==> src/rtl/fp_tree_pkg.sv <==
// fp_tree_pkg: word format and lane-index sizing shared by the scatter front end and the reduce tree.
package fp_tree_pkg;
    localparam int FP_WIDTH = 32;
    localparam logic [FP_WIDTH-1:0] FP_ZERO = 32'h0;

    function automatic int lane_idx_w(input int n);
        return (n > 2) ? $clog2(n) : 1;
    endfunction
endpackage

==> src/rtl/fp_scatter_lane_reg.sv <==
// fp_scatter_lane_reg: one output lane holding data, last and a pending flag behind its own valid/ready.
module fp_scatter_lane_reg
    import fp_tree_pkg::*;
(
    input  logic                clk,
    input  logic                rst,
    input  logic                load,
    input  logic [FP_WIDTH-1:0] d,
    input  logic                last_in,
    input  logic                ready,
    output logic [FP_WIDTH-1:0] data,
    output logic                last,
    output logic                valid
);
    always_ff @(posedge clk or posedge rst) begin
        if (rst) begin
            data  <= FP_ZERO;
            last  <= 1'b0;
            valid <= 1'b0;
        end else if (load) begin
            data  <= d;
            last  <= last_in;
            valid <= 1'b1;
        end else if (valid && ready) begin
            valid <= 1'b0;
        end
    end
endmodule

==> src/rtl/fp_vector_scatter.sv <==
// fp_vector_scatter: packs a scalar FP word stream into N-lane vectors, zero-padding short groups.
// Optional FP_SCATTER_STATS_EN adds vec_count/pad_count transfer statistics.
module fp_vector_scatter
    import fp_tree_pkg::*;
#(
    parameter int NUM_FP_POINTS = 8
) (
    input  logic                     clk,
    input  logic                     rst,
`ifdef FP_SCATTER_STATS_EN
    output logic [31:0]              vec_count,
    output logic [31:0]              pad_count,
`endif
    input  logic [FP_WIDTH-1:0]      fp_in,
    input  logic                     fp_in_valid,
    input  logic                     fp_in_last,
    output logic                     fp_in_ready,
    output logic [FP_WIDTH-1:0]      fp_out_vector [NUM_FP_POINTS],
    output logic [NUM_FP_POINTS-1:0] fp_out_vector_valid,
    output logic [NUM_FP_POINTS-1:0] fp_out_vector_last,
    input  logic [NUM_FP_POINTS-1:0] fp_out_vector_ready
);
    localparam int IW = lane_idx_w(NUM_FP_POINTS);
    localparam logic [IW-1:0] LAST_LANE = IW'(NUM_FP_POINTS - 1);

    logic [IW-1:0]       cnt;
    logic                stage_full;
    logic                stage_last;
    logic [FP_WIDTH-1:0] stage [NUM_FP_POINTS];
    logic                acc;
    logic                closing;
    logic                out_free;
    logic                xfer;

    assign acc         = fp_in_valid & ~stage_full;
    assign closing     = acc & (fp_in_last | (cnt == LAST_LANE));
    assign out_free    = &(~fp_out_vector_valid | fp_out_vector_ready);
    assign xfer        = stage_full & out_free;
    assign fp_in_ready = ~stage_full & ~rst;

    always_ff @(posedge clk or posedge rst) begin
        if (rst) begin
            cnt        <= '0;
            stage_full <= 1'b0;
            stage_last <= 1'b0;
            for (int i = 0; i < NUM_FP_POINTS; i++) stage[i] <= FP_ZERO;
        end else begin
            if (acc) begin
                // lanes past the closing word are padded so the reduction sees neutral zeros
                for (int i = 0; i < NUM_FP_POINTS; i++) begin
                    if (IW'(i) == cnt) stage[i] <= fp_in;
                    else if (closing && IW'(i) > cnt) stage[i] <= FP_ZERO;
                end
                cnt <= closing ? '0 : cnt + IW'(1);
            end
            if (closing) begin
                stage_full <= 1'b1;
                stage_last <= fp_in_last;
            end else if (xfer) begin
                stage_full <= 1'b0;
            end
        end
    end

`ifdef FP_SCATTER_STATS_EN
    logic [IW-1:0] pad_q;

    always_ff @(posedge clk or posedge rst) begin
        if (rst) begin
            pad_q     <= '0;
            vec_count <= '0;
            pad_count <= '0;
        end else begin
            if (closing) pad_q <= LAST_LANE - cnt;
            if (xfer) begin
                vec_count <= vec_count + 32'd1;
                pad_count <= pad_count + 32'(pad_q);
            end
        end
    end
`endif

    for (genvar g = 0; g < NUM_FP_POINTS; g++) begin : g_lane
        fp_scatter_lane_reg u_lane (
            .clk     (clk),
            .rst     (rst),
            .load    (xfer),
            .d       (stage[g]),
            .last_in (stage_last),
            .ready   (fp_out_vector_ready[g]),
            .data    (fp_out_vector[g]),
            .last    (fp_out_vector_last[g]),
            .valid   (fp_out_vector_valid[g])
        );
    end
endmodule

==> config.mk <==
export PLATFORM = sky130hd
export DESIGN_NAME = fp_vector_scatter
export DESIGN_NICKNAME = d
export VERILOG_FILES = /design/src/rtl/fp_tree_pkg.sv /design/src/rtl/fp_scatter_lane_reg.sv /design/src/rtl/fp_vector_scatter.sv
export SDC_FILE = /design/constraint.sdc
export NUM_CORES = 1
export LEC_CHECK = 0
export BUFFER_PORTS_ARGS = -buffer_cell sky130_fd_sc_hd__buf_2
export CORE_UTILIZATION = 47
export CTS_CLUSTER_DIAMETER = 30
export DETAILED_ROUTE_END_ITERATION = 10
export PLACE_DENSITY = 0.75
export SLEW_MARGIN = 30
export SYNTH_ARGS = -nofsm -noshare
export SYNTH_HDL_FRONTEND = slang
export SYNTH_SLANG_ARGS = --single-unit
==> constraint.sdc <==
create_clock -name clk -period 15.09 [get_ports clk]
set_clock_uncertainty 0.1 [all_clocks]
set_input_delay 0.7545 -clock clk [delete_from_list [all_inputs] [get_ports clk]]
set_output_delay 0.7545 -clock clk [all_outputs]
set_load 0.1 [all_outputs]
==> impl_metrics.ini <==
[outcome]
outcome = complete, no violations

[route]
route.detailed.drc = 0
vias_per_cell = 5.363
ant_nets = 0
drt_wl_total_um = 54850
num_vias = 12980
drtIter0Drc = 847
wire_per_inst_um = 22.66
dr.pass1.iters = 5

[die]
ios = 317
chipWidth_um = 214.0
rows = 77
die_h_um = 214.0
core_sq_um = 44320
initial_core_util = 0.4766
dieArea_sq_um = 45790

[cells_and_area]
syn_to_final_growth_pct = 26.70
postLayoutCoreUtil = 0.6038
instances_no_fill = 2421
drive_above_1_share = 0.4333
postLayoutCellArea_sq_um = 26760
nets = 1789

[pwr]
p_total_mw = 6.976
p_per_area_nw_per_um2 = 260.7
ir_drop_uv = 200.6
p_leak_nw = 14.32

[grt]
antenna_found_initial = 0
grt_pass1_wl_um = 85360
overflow = 0
grt_pass1_vias = 13850
grtUsageTotal = 0.2427
grt_max_degree = 174

[clock_network]
clkTransAtPathRegs_ns = 0.05
cts_tree = done
post_cts_buffers = 0
cts_inserted_buffers = 101
cts.sinks = 526
htree_levels = 3
cts_hold_buffers = 0
clk_path_buf_depth = 3
clk_latency_ns = 0.64
root_buffer = clkbuf_16
cts_resized = 0

[synth]
synthArstFlopShare = 1.000
synthTopCellsByArea = dfrtp_1 (62%), mux2_4 (18%), a22o_1 (6.8%), mux2i_1 (1.5%), buf_6 (1.5%)
synth_fp_nets = 1485
synthCells = 1437
synth.most_common_cell = dfrtp_1
synth_area_per_cell_sq_um = 14.70
synth_flop_cell = dfrtp_1
yosysTopAreaCell = dfrtp_1
synth_edf_count = 0
yosysSeqAreaShare = 0.6232
synth_cell_types = 34
synth_seq_cells = 526
yosysWarnings = 0
synth_area_sq_um = 21120
synth_commonest_cells = dfrtp_1 (526), mux2_4 (250), a22o_1 (164), inv_1 (78), nand2_1 (78)
synth_top_area_share = 0.6232

[worst_setup_path]
crit_path_end_kind = flop
critPathMaxFanout = 53
path_cells = nor2b_1, nor4_4, nand3_4, buf_4, buf_6, mux2_4
ff2ff_path_depth = 6
critPathLaunch = g_lane[4].u_lane.valid
crit_end = g_lane[7].u_lane.data[18]
rrSetupSlack_ns = 11.62
critPathKind = flop to flop
cp-start-kind = flop
r2r-start = g_lane[4].u_lane.valid
cp_slowest_cell = buf_4
arrival_ns = 3.88
cp_data_required_time_ns = 15.50
max_stage_delay_ns = 0.84
reg2reg_to = g_lane[7].u_lane.data[18]

[place]
io_buffers = 316
place_inst = 2228
dpl.hpwl_um = 33470
place.gp.congestion = 0.7790
placed_cell_area_sq_um = 22950

[timing]
slew_headroom = 0.3818
report.final.slew_viol_count = 0
fmax_mhz = 288.5
setup-tns-final_ns = 0
tightestPinTransition_ns = 0.9273
layout_min_cycle_time_ns = 3.466
rsz0062_at_grt = no
fin_crit_sh = 0.2297
final-setup-viol-count = 0
hold_viol = 0

[run]
cap_violations = 0

[min_path]
holdCritPathClass = input port to asynchronous set/reset pin
## report_power, final
part	total (mW)	internal (mW)	switching (mW)	leakage, nW
Combinational	2.54	0.667	1.88	5.38
Clock	2.43	1.64	0.789	1.78
Sequential	2.00	1.76	0.238	7.16
Total	6.98	4.07	2.90	14.3
## layout make-up
class                      count  area, sq um
sequential                   526        13160
antenna                        1        2.502
clock inverter                69         1055
tap                          592        740.7
timing repair buffer         340         1904
multi-input combinational    694         6915
fill                        3299        17560
clock buffer                 121         2684
inverter                      78        296.5
## worst min path at each step
stage,to,slack [ns],depth (start not counted)
after floorplan,stage[148],0.35,2
after global placement,stage[154],0.36,2
after detailed placement,stage[150],0.37,2
after CTS,stage[232],0.10,2
after global routing,stage[232],0.13,2
final,stage[232],0.12,2
## layout by cell type (no fill, tap or decap), types with 8 or more instances in the layout
cell type,synthesis,routed
a22o_1,164,163
buf_2,17,316
buf_4,20,10
bufinv_16,0,21
clkbuf_1,49,13
clkbuf_16,0,102
clkinv_2,0,8
clkinv_4,0,9
clkinvlp_4,0,14
dfrtp_1,526,526
inv_1,78,77
inv_6,0,11
mux2_4,250,250
mux2i_1,32,32
nand2_1,78,78
nand2b_1,9,9
nand3_1,44,44
nor2b_1,9,8
o21ai_0,57,57
o21ai_1,10,9
## sequential cells by signal, indices dropped and copies added, names as in the netlist
name	count
g_lane.u_lane.valid	8
cnt	3
stage_full	1
stage	256
g_lane.u_lane.data	256
g_lane.u_lane.last	1
stage_last	1
## through the flow
stage	setup WS [ns]	hold slack, ns
3_5_place_dp	10.93	0.3728
4_1_cts	11.41	0.1019
2_1_floorplan	7.087	0.3500
6_report	11.62	0.1206
3_3_place_gp	10.97	0.3619
5_1_grt	11.49	0.1321
## worst max-delay path: cells and delay by family, from the launching register on
| family | cells | cell delay, ns |
|---|---|---|
| simple gates | 3 | 0.94 |
| flops | 1 | 0.35 |
| mux | 1 | 0.35 |
| buf+inv | 2 | 1.49 |
## per-layer routing
| layer | share of wire | wire length [um] | track usage | vias to the layer above |
|---|---|---|---|---|
| met5 | 0 | 0 | 0 | - |
| met4 | 0.025 | 1387 | 0.09017 | 0 |
| met3 | 0.069 | 3802 | 0.06198 | 78 |
| met2 | 0.48 | 26580 | 0.3814 | 492 |
| met1 | 0.42 | 23080 | 0.3254 | 6793 |
| li1 | - | - | - | 5621 |
## cell families after synthesis
logic type / share of synthesized area
AO/OA/AOI/OAI: 0.08690
adder cells (fa/ha/maj): 0.002370
buffers and inverters: 0.05308
flip-flops: 0.6232
multiplexers: 0.1966
AND/OR/NAND/NOR: 0.03785
Note: power is estimated with default switching activity, not from simulation.
